### config.mk
export PLATFORM = sky130hd
export DESIGN_NAME = pipa_moding_decoder
export DESIGN_NICKNAME = d
export VERILOG_FILES = /design/src/rtl/pipa_moding_decoder.sv
export SDC_FILE = /design/constraint.sdc
export NUM_CORES = 1
export LEC_CHECK = 0
export CORE_MARGIN = 2
export CORE_UTILIZATION = 40
export DETAILED_ROUTE_END_ITERATION = 8
export PLACE_DENSITY = 0.69
export RECOVER_POWER = 50
export REMOVE_ABC_BUFFERS = 1
export SLEW_MARGIN = 40
export SYNTH_ARGS = -nofsm -noshare
export SYNTH_HDL_FRONTEND = slang
export SYNTH_SLANG_ARGS = --single-unit
export TNS_END_PERCENT = 5
### constraint.sdc
create_clock -name SIM_CLK -period 1.6 [get_ports SIM_CLK]
set_input_delay 0.24 -clock SIM_CLK [delete_from_list [all_inputs] [get_ports SIM_CLK]]
set_output_delay 0.24 -clock SIM_CLK [all_outputs]
set_load 0.03 [all_outputs]
### src/rtl/pipa_moding_decoder.sv
// PIPA moding decoder: sequences PIPASW/PIPDAT phases, classifies the
// accelerometer pulse lines and accumulates signed 6-phase frame sums.
module pipa_moding_decoder (
  input  logic       SIM_CLK,
  input  logic       SIM_RST_n,
  input  logic       tick,
  input  logic       enable,
  input  logic       clr_err,
  input  logic       PIPAXp,
  input  logic       PIPAXm,
  input  logic       PIPAYp,
  input  logic       PIPAYm,
  input  logic       PIPAZp,
  input  logic       PIPAZm,
  output logic       PIPASW,
  output logic       PIPDAT,
  output logic       pinc_x,
  output logic       minc_x,
  output logic       pinc_y,
  output logic       minc_y,
  output logic       pinc_z,
  output logic       minc_z,
  output logic       frame_done,
  output logic [3:0] net_x,
  output logic [3:0] net_y,
  output logic [3:0] net_z,
  output logic       err_x,
  output logic       err_y,
  output logic       err_z,
  output logic       overrun
);

  typedef enum logic [2:0] {
    IDLE,
    SW,
    GAP,
    DAT,
    OUT
  } state_t;

  state_t          state_q;
  logic [1:0]      dcnt_q;
  logic [2:0]      phase_q;
  logic [2:0][3:0] acc_q;
  logic [2:0][3:0] acc_d;
  logic [2:0][3:0] net_q;
  logic [2:0]      err_q;
  logic [2:0]      err_d;
  logic [2:0]      pinc_q;
  logic [2:0]      minc_q;
  logic            sw_q;
  logic            dat_q;
  logic            fd_q;
  logic            ovr_q;
  logic            ovr_d;

  logic [2:0] p_s;
  logic [2:0] m_s;
  logic [2:0] plus_s;
  logic [2:0] minus_s;
  logic [2:0] bad_s;
  logic       sample_s;

  assign p_s     = {PIPAZp, PIPAYp, PIPAXp};
  assign m_s     = {PIPAZm, PIPAYm, PIPAXm};
  assign plus_s  = p_s & ~m_s;
  assign minus_s = ~p_s & m_s;
  assign bad_s   = ~(p_s ^ m_s);

  // The only sampling edge is the one closing the last DAT cycle.
  assign sample_s = (state_q == DAT) && (dcnt_q == 2'd3);

  always_comb begin
    acc_d = acc_q;
    for (int i = 0; i < 3; i++) begin
      unique case (1'b1)
        plus_s[i]:  acc_d[i] = acc_q[i] + 4'd1;
        minus_s[i]: acc_d[i] = acc_q[i] - 4'd1;
        default:    acc_d[i] = acc_q[i];
      endcase
    end
  end

  // New errors win over a coincident clear.
  assign err_d = (sample_s ? bad_s : 3'b000)
               | (err_q & {3{~clr_err}});
  assign ovr_d = (tick && (state_q != IDLE))
               | (ovr_q & ~clr_err);

  always_ff @(posedge SIM_CLK or negedge SIM_RST_n) begin
    if (!SIM_RST_n) begin
      state_q <= IDLE;
      dcnt_q  <= '0;
      phase_q <= '0;
      acc_q   <= '0;
      net_q   <= '0;
      err_q   <= '0;
      pinc_q  <= '0;
      minc_q  <= '0;
      sw_q    <= 1'b0;
      dat_q   <= 1'b0;
      fd_q    <= 1'b0;
      ovr_q   <= 1'b0;
    end else begin
      err_q  <= err_d;
      ovr_q  <= ovr_d;
      sw_q   <= 1'b0;
      pinc_q <= '0;
      minc_q <= '0;
      fd_q   <= 1'b0;
      unique case (state_q)
        IDLE: begin
          if (tick && enable) begin
            state_q <= SW;
            sw_q    <= 1'b1;
          end
        end
        SW: begin
          state_q <= GAP;
        end
        GAP: begin
          state_q <= DAT;
          dat_q   <= 1'b1;
          dcnt_q  <= '0;
        end
        DAT: begin
          if (sample_s) begin
            state_q <= OUT;
            dat_q   <= 1'b0;
            pinc_q  <= plus_s;
            minc_q  <= minus_s;
            if (phase_q == 3'd5) begin
              net_q   <= acc_d;
              acc_q   <= '0;
              phase_q <= '0;
              fd_q    <= 1'b1;
            end else begin
              acc_q   <= acc_d;
              phase_q <= phase_q + 3'd1;
            end
          end else begin
            dcnt_q <= dcnt_q + 2'd1;
          end
        end
        OUT: begin
          state_q <= IDLE;
        end
        default: begin
          state_q <= IDLE;
        end
      endcase
    end
  end

  assign PIPASW     = sw_q;
  assign PIPDAT     = dat_q;
  assign pinc_x     = pinc_q[0];
  assign pinc_y     = pinc_q[1];
  assign pinc_z     = pinc_q[2];
  assign minc_x     = minc_q[0];
  assign minc_y     = minc_q[1];
  assign minc_z     = minc_q[2];
  assign frame_done = fd_q;
  assign net_x      = net_q[0];
  assign net_y      = net_q[1];
  assign net_z      = net_q[2];
  assign err_x      = err_q[0];
  assign err_y      = err_q[1];
  assign err_z      = err_q[2];
  assign overrun    = ovr_q;

endmodule

* Word-level counts from Yosys, hierarchy flattened *
Cells that the tools add are included.
W data, S select, Z words.

word-level totals
  register bits = 45
  input bits = 11
  output and inout bits = 25
  logic and storage cells = 76

operators by class
  add/sub/neg operators = 8
  equality and inequality tests = 8
  multiplexer cells = 22
  bitwise gates (word level) = 11
  reductions and logical operators = 11

operators with widths
  operator               number
  $mux W3                8
  $pmux W4 S2            3
  $add A4 B1 Y4 const B  3
  $mux W12               1
  $pmux W3 S4            1
  $sub A4 B1 Y4 const B  3
  $and A3 B3 Y3          3
  $not A3 Y3             3
  $reduce_and A2 Y1      4
  $eq A3 B2 Y1 const B   2
  $mux W1                6
  $ne A2 B2 Y1 const B   3
  $pmux W2 S2            1
  $add A3 B1 Y3 const B  1
  $eq A3 B1 Y1 const B   1
  $eq A3 B3 Y1 const B   1
  $logic_and A1 B1 Y1    3
  $logic_not A3 Y1       1
  $or A3 B3 Y3           1
  $reduce_and A3 Y1      1
  $reduce_bool A3 Y1     1
  $xor A3 B3 Y3          1
  $add A2 B1 Y2 const B  1
  $eq A2 B2 Y1 const B   1
  other kinds (6)        6

* Longest topological paths before layout *
Gate-level depths: netlist (run 1).

  depth in word-level cells = 4
  mapped depth = 10
  gate-level depth less buffers = 9

* Worst setup path after synthesis (run 1) *
No wires, ideal clock.

  path kind = input port to flip-flop
  start point = input PIPAZp
  end point = register acc_q[10] (netlist bit)
  library setup time = 0.083 ns
  arrival = 1.681 ns
  required time = 1.517 ns
  setup slack = -0.163 ns
  stages on the path = 10
  cells stage by stage = inv_1 > ha_1 > clkbuf_1 > xor2_1 > ha_1 > a21oi_1 > xnor2_1 > nand2b_1 > or3_1 > o21ai_0

on the way
  word-level cells in the longest chain between the ends = 4
  elaborated cells on any way between the ends = 5
  those cells by class = 2 x mux; 3 x bitwise

RTL lines
  element               line  source
  from (decl)           13    input logic PIPAZp,
  $not A3 Y3            67    assign minus_s = ~p_s & m_s;
  $and A3 B3 Y3         67
  $pmux W4 S2 *         76    unique case (1'b1)
  $mux W12 *            132   if (phase_q == 3'd5) begin
  to (signal assigned)  95    acc_q <= '0;
  to (signal assigned)  134   acc_q <= '0;
  to (signal assigned)  138   acc_q <= acc_d;
  to (decl)             44    logic [2:0][3:0] acc_q;

Mark *: on every way between the ends. The rest lies on a longest branch, timed or not.
A chain may end at the register's enable or synchronous reset.

* Final worst setup path (run 1) *
  start point = register acc_q[9] (netlist bit)
  end point = register acc_q[10] (netlist bit)

on the way
  word-level cells in the longest chain between the ends = 3
  elaborated cells on any way between the ends = 4
  those cells by class = 2 x add/sub; 2 x mux

RTL lines
  element                                                line
  $sub A4 B1 Y4 / $add A4 B1 Y4 (equally long branches)  78, 77
  $pmux W4 S2 *                                          76
  $mux W12 *                                             132

Marks and branches as above.

==> out/results.ini, run 1 <==
[setup_path]
cp-end-kind = flip-flop
path_max_fanout = 3
path_cells = xor2_1, ha_2, a21oi_2, xnor2_1, nand2b_1, or3_1, o21ai_1
cp_top_family = simple AND/OR/NAND/NOR gates
critPathBufInv = 0
start_kind = flip-flop
cp.required_ns = 1.83
critical_path_class = flip-flop to flip-flop
arrival_ns = 1.79
crit_path_top_delay_cell = dfrtp_1
cpPeakStageDelay_ns = 0.40

[timing]
fin_crit_sh_pct = 97.4
rsz0062_at_grt = yes
timing.hold.ws_ns = 0.418
drv_slew = 0
final_hold_viol_count = 0
fmaxAchievable_mhz = 641
finalSetupViolations = 0
fin_ws_ns = 0.0408
timing.clock.skew_ns = 0.00870
maxSlewHeadroom_pct = 59.2
tightest_slew_ns = 0.612
period_needed_ns = 1.56
finalSetupTns_ns = 0

[global_route]
grt.overflow.total = 0
track_usage_pct = 16.4
grt_pass1_wl_um = 8110
antenna_found_initial = 0
grt_max_degree = 46
grt_pass1_vias = 1770

[clock_network]
clk_pin_slew_ns = 0.09
cts_tree = built
cts_buffers = 5
clkSinkCount = 45
worstSkewPairLatency_ns = 0.30
root_buffer = clkbuf_8
cts_buffer_depth = 2
htreeDepth = 2

[die]
core_area_um2 = 5510
io_pins = 36
num_rows = 27
fp.dieH_um = 79.6
die-area_um2 = 6340
chipWidth_um = 79.6
start_util_pct = 41.5

[placement]
place_ws_ns = -0.640
io_buffers = 35
dp_hpwl_um = 3340
gp_routability_congestion = 0.750

[route]
vias_per_cell = 4.90
first_iter_violations = 82
num_vias = 1831
drtPass1Iterations = 4
ant_nets = 0
wl_um = 4790
route.detailed.drc = 0
wire_per_inst_um = 12.8

[synthesis]
yosys.area.top_type = dfrtp_1
ys_types = 37
syn_avg_cell_area_um2 = 9.90
synth_cells = 231
ys_top_cells_by_area = dfrtp_1, ha_1, o21ai_0, nand2_1, inv_1
ys_ff_latch = 45
ys_seq_area_share_pct = 49.3
yosys-top-cells-count = dfrtp_1, nand2_1, o21ai_0
async_flop_share_pct = 100
syn-cell-area_um2 = 2290
synth_edf_count = 0
ys.warnings.count = 0
synthFlopType = dfrtp_1
synth.top_cell.area_share_pct = 49.3
synth_most_common_cell = dfrtp_1

[cells_and_area]
antennaDiodeCount = 0
fin_nets = 325
area_growth_pct = 39.8
drive_above_1_share_pct = 25.2

[power]
power_mw = 4.71
p_leak_nw = 1.52
peakVddDrop_v = 0.000547
power_density_nw_per_um2 = 1470

[min_path]
hold_class = input pin to flip-flop

[run_status]
status = completed

[run]
cap_viol_max_count = 0

-- cell type report --
type                            instances  area, um2
Sequential cell                        45       1130
Clock buffer                            6       82.6
Multi-Input combinational cell        154       1110
Timing Repair Buffer                   74        663
Inverter                               21       83.8
Clock inverter                          2       37.5
Fill cell                             472       2310
Tap cell                               72       90.1
-- tightest hold or removal path, delay by kind of cell --
| kind | cells | cell delay (ns) |
|---|---|---|
| simple gates | 1 | 0.11 |
| fa+ha+maj | 1 | 0.14 |
| buf+inv | 1 | 0.20 |
-- stage by stage --
stage | util [%] | cells | area (um2)
6_report | 58.1 | 374 | 3200
5_1_grt | 58.1 | 374 | 3200
2_1_floorplan | - | 220 | 2230
3_3_place_gp | 53.5 | 363 | 2940
4_1_cts | 56.6 | 373 | 3110
3_5_place_dp | 53.5 | 363 | 2940
-- power breakdown --
part           total [mW]  internal [mW]  switching [mW]
clock network       0.918          0.508           0.410
logic                2.05          0.982            1.07
registers            1.74           1.45           0.290
total                4.71           2.94            1.77
-- per-layer routing --
| metal | track usage (%) | vias to the layer above | routed length [um] |
|---|---|---|---|
| met5 | 0 | - | 0 |
| met4 | 6.03 | 0 | 40 |
| met3 | 3.96 | 4 | 181 |
| met2 | 27.6 | 33 | 2430 |
| met1 | 20.4 | 880 | 2140 |
| li1 | - | 914 | - |
-- cell usage in the layout, fill, tap and decap left out, drive strengths merged, types with 2 or more instances in the layout --
| cell type | instances |
|---|---|
| o21bai | 2 |
| nand2 | 26 |
| and2 | 6 |
| o32ai | 2 |
| clkbuf | 11 |
| inv | 20 |
| buf | 36 |
| dfrtp | 45 |
| nor2b | 2 |
| o21ai | 25 |
| ha | 13 |
| a21oi | 14 |
| xor2 | 8 |
| clkdlybuf4s50 | 15 |
| nor3 | 2 |
| xnor2 | 8 |
| clkdlybuf4s15 | 3 |
| a211oi | 3 |
| a22o | 5 |
| dlymetal6s2s | 14 |
| o31ai | 5 |
| nand3 | 4 |
| nor2 | 5 |
| a211o | 2 |
| nand2b | 6 |
| mux2i | 2 |
| or3 | 4 |
| o22ai | 2 |
-- worst paths after layout --
path / startpoint / to / slack [ns] / depth (start not counted)
setup / recovery: acc_q[9] / acc_q[10] / 0.04 / 7
hold / removal: PIPAYp / pinc_q[1] / 0.42 / 3
setup reg to reg: acc_q[9] / acc_q[10] / 0.04 / 7
hold reg to reg: net_z[2] / net_z[2] / 0.48 / 2
max in group asynchronous: SIM_RST_n / acc_q[3] / 0.60 / 3
min in group asynchronous: SIM_RST_n / err_q[2] / 0.60 / 3
-- flip-flops by register name (all words and copies together), names as in the netlist --
| register | count |
|---|---|
| overrun | 1 |
| PIPASW | 1 |
| net_x | 4 |
| phase_q | 3 |
| minc_q | 3 |
| frame_done | 1 |
| acc_q | 12 |
| dcnt_q | 2 |
| pinc_q | 3 |
| net_y | 4 |
| err_q | 3 |
| PIPDAT | 1 |
| state_q | 3 |
| net_z | 4 |
-- logic make-up after synthesis --
logic type	after synthesis	synth area share, %
compound gates	62	16.4
xor+xnor	16	6.13
fa+ha+maj	13	7.12
buf+inv	32	6.29
flops	45	49.3
mux	3	1.37
simple gates	60	13.4
-- what timing repair did --
item                                    4_1_cts  5_1_grt
endpoints found under the hold margin        45        0
buffers inserted                              1        1
hold buffers                                  1        0
pin swaps                                     6        9
resized for setup                            18       41
endpoints found under the setup margin       12       36
Power figures use the tool's default switching activity.
==> inputs of run 2 (changes only) <==
--- a/config.mk
+++ b/config.mk
@@ -7,10 +7,10 @@
 export LEC_CHECK = 0
 export CORE_MARGIN = 2
 export CORE_UTILIZATION = 40
+export CTS_CLUSTER_SIZE = 16
 export DETAILED_ROUTE_END_ITERATION = 8
 export PLACE_DENSITY = 0.69
 export RECOVER_POWER = 50
-export REMOVE_ABC_BUFFERS = 1
 export SLEW_MARGIN = 40
 export SYNTH_ARGS = -nofsm -noshare
 export SYNTH_HDL_FRONTEND = slang
==> run 2 against run 1 <==
Net effect: the flow now finishes with violations (negative setup slack); non-clock buffer count is 1 lower; via count is 0.16% higher; register-to-register slack worse by 0.04 ns; sequential cell count stayed put; clock power is 3.2% lower; clock skew is 0.0037 ns lower; combinational power hardly changed; final cell count is 0.27% lower; die area stayed put; largest cell class is now multi-input combinational cells.
==> out/results.ini, run 2 (synthesized netlist as in run 1, its figures left out) <==
[run_status]
status = finished with violations
violations = negative setup slack

[clock_network]
cts_buffer_depth = 2  ; unchanged
root_buffer = clkbuf_8
htreeDepth = 2  ; unchanged
clkSinkCount = 45  ; unchanged
worstSkewPairLatency_ns = 0.30  ; about the same
clk_pin_slew_ns = 0.08  ; about the same
cts_tree = built
cts_buffers = 5  ; unchanged

[timing]
drv_slew = 0  ; unchanged
fin_ws_ns = -0.0137  ; -0.0545 ns
maxSlewHeadroom_pct = 33.6  ; -26 points
fmaxAchievable_mhz = 620  ; -3.4%
final_hold_viol_count = 0  ; unchanged
timing.clock.skew_ns = 0.00496  ; -0.00374 ns
tightest_slew_ns = 0.996  ; +0.384 ns
rsz0062_at_grt = yes
finalSetupViolations = 1  ; +1
fin_crit_sh_pct = 101  ; +3.4 points
period_needed_ns = 1.61  ; +0.0545 ns

[cells_and_area]
layout_commonest_cell = dfrtp_1
antennaDiodeCount = 0  ; unchanged
mostFrequentLayoutCells = dfrtp_1, buf_4, nand2_1
regMostFlops = acc_q
largest_register_ffs = 12  ; unchanged
fin_util_pct = 58.6  ; +0.57 points
stdcell_area_um2 = 3230  ; +0.98%
fin_nets = 324  ; -0.31%
area_growth_pct = 41.2
drive_above_1_share_pct = 25.2  ; +0.084 points

[route]
first_iter_violations = 52  ; -37%
drtPass1Iterations = 4  ; unchanged
num_vias = 1834  ; +0.16%
route.detailed.drc = 0  ; unchanged
wl_um = 4680  ; -2.3%
wire_per_inst_um = 12.5  ; -2.1%
ant_nets = 0  ; unchanged
vias_per_cell = 4.92  ; +0.43%

[global_route]
grt_max_degree = 46  ; unchanged
grt_pass1_vias = 1752  ; -1.0%
antenna_found_initial = 0  ; unchanged
grt_pass1_wl_um = 7800  ; -3.9%
grt.overflow.total = 0  ; unchanged
track_usage_pct = 15.5  ; -0.91 points

[die]
chipWidth_um = 79.6  ; unchanged
core_area_um2 = 5510  ; unchanged
start_util_pct = 41.5  ; unchanged
num_rows = 27  ; unchanged
fp.dieH_um = 79.6  ; unchanged
io_pins = 36  ; unchanged
die-area_um2 = 6340  ; unchanged

[min_path]
holdPathStages = 2  ; -1
min_from = net_z[0]
hold_class = flip-flop to flip-flop
holdPathEnd = net_z[0]

[setup_path]
r2r_end = acc_q[10]
cp-startpoint = PIPAZp
cp.required_ns = 1.79  ; -0.04 ns
arrival_ns = 1.80  ; about the same
critical_path_class = input pin to flip-flop
reg2reg_depth = 8  ; +1
path_cells = clkdlybuf4s18_2, inv_12, ha_4, xor2_2, ha_2, a21oi_2, xnor2_1, nand2b_1, buf_4, a21oi_1, o21ai_1
start_kind = input pin
cp-end-kind = flip-flop
cpPeakStageDelay_ns = 0.28  ; -0.12 ns
path_max_fanout = 2  ; -1
r2r_slack_ns = 0  ; -0.04 ns
crit_path_top_delay_cell = clkdlybuf4s18_2
r2r_start = acc_q[9]

[placement]
dp_hpwl_um = 3320  ; -0.63%
place_area_um2 = 2970  ; +0.98%
io_buffers = 35  ; unchanged
gp_routability_congestion = 0.807  ; +7.7%

[power]
peakVddDrop_v = 0.000523  ; -4.4%
pwr-share-comb_pct = 44.0  ; +0.4 points
intPower_mw = 2.98  ; +1.2%
p_leak_nw = 1.53  ; +0.37%
power_density_nw_per_um2 = 1460  ; -0.85%
p_seq_share_pct = 37.2  ; +0.2 points
switchingPower_mw = 1.74  ; -1.7%
clockPowerShare_pct = 18.8  ; -0.7 points
p_sw_share_pct = 36.9  ; -0.69 points

[synthesis]
syn_nets = 255

[run]
cap_viol_max_count = 0  ; unchanged

run 2: cell count changes in the layout (fill, tap and decap cells not counted), sizes merged:
cell / change
clkinvlp: -1
dlygate4sd2: +4
clkbuf: -4
clkdlybuf4s50: -1
clkdlybuf4s18: +1
clkdlybuf4s15: -3
dlymetal6s2s: +1
buf: +2
run 2: final cells by class:
| cell class | instances | area [um2] |
|---|---|---|
| clock inverters | 1 | 30.0 |
| fillers | 476 | 2280 |
| flip-flops and latches | 45 | 1130 |
| multi-input cells | 154 | 1140 |
| repair buffers | 73 | 663 |
| inverters | 21 | 96.3 |
| well taps | 72 | 90.1 |
| clock buffers | 7 | 86.3 |
run 2: timing repair:
item / in CTS / in global routing
buffers inserted: 2 / 0
resized for setup: 18 / 34
hold buffers: 1 / 0
hold endpoints to repair: 45 / 0
endpoints found under the setup margin: 18 / 38
pin swaps: 5 / 5
run 2: per-layer routing:
layer  vias up  track usage [%]  share of wire (%)  wire length [um]
met5         -                0                  0                 0
met4         0             3.62               0.90                42
met3         5             3.85                3.9               184
met2        31             26.2                 49              2300
met1       877             20.0                 46              2160
li1        921                -                  -                 -
run 2: worst max-delay path, delay by kind of cell:
| family | cells | cell delay, ns |
|---|---|---|
| buf+inv | 3 | 0.47 |
| xor+xnor | 2 | 0.31 |
| simple gates | 1 | 0.09 |
| fa+ha+maj | 2 | 0.34 |
| compound gates | 3 | 0.36 |
run 2: worst max-delay path by stage:
stage                      to  slack [ns]  depth (start not counted)
finish              acc_q[10]       -0.01                         11
CTS                  acc_q[6]       -0.04                          7
detailed placement  acc_q[10]       -0.72                         10
floorplan           acc_q[10]       -0.06                         10
global route         acc_q[6]       -0.09                          7
global placement    acc_q[10]       -0.64                         10
run 2: through the flow:
step	setup TNS (ns)	total power, mW	setup WS [ns]	cells	hold slack [ns]
2_1_floorplan	-0.134	2.99	-0.0621	231	-0.0556
3_3_place_gp	-9.40	3.62	-0.642	362	0.237
3_5_place_dp	-10.31	3.69	-0.719	362	0.242
4_1_cts	-0.0561	4.67	-0.0423	373	0.453
5_1_grt	-0.390	5.06	-0.0910	373	0.502
6_report	-0.0137	4.72	-0.0137	373	0.477
run 2: power by group through the flow:
stage	Combinational [mW]	Clock, mW	Sequential, mW
floorplan	1.09	0	1.89
global placement	1.88	0	1.75
detailed placement	1.93	0	1.76
CTS	2.01	0.912	1.75
global route	2.30	0.961	1.80
finish	2.08	0.889	1.75
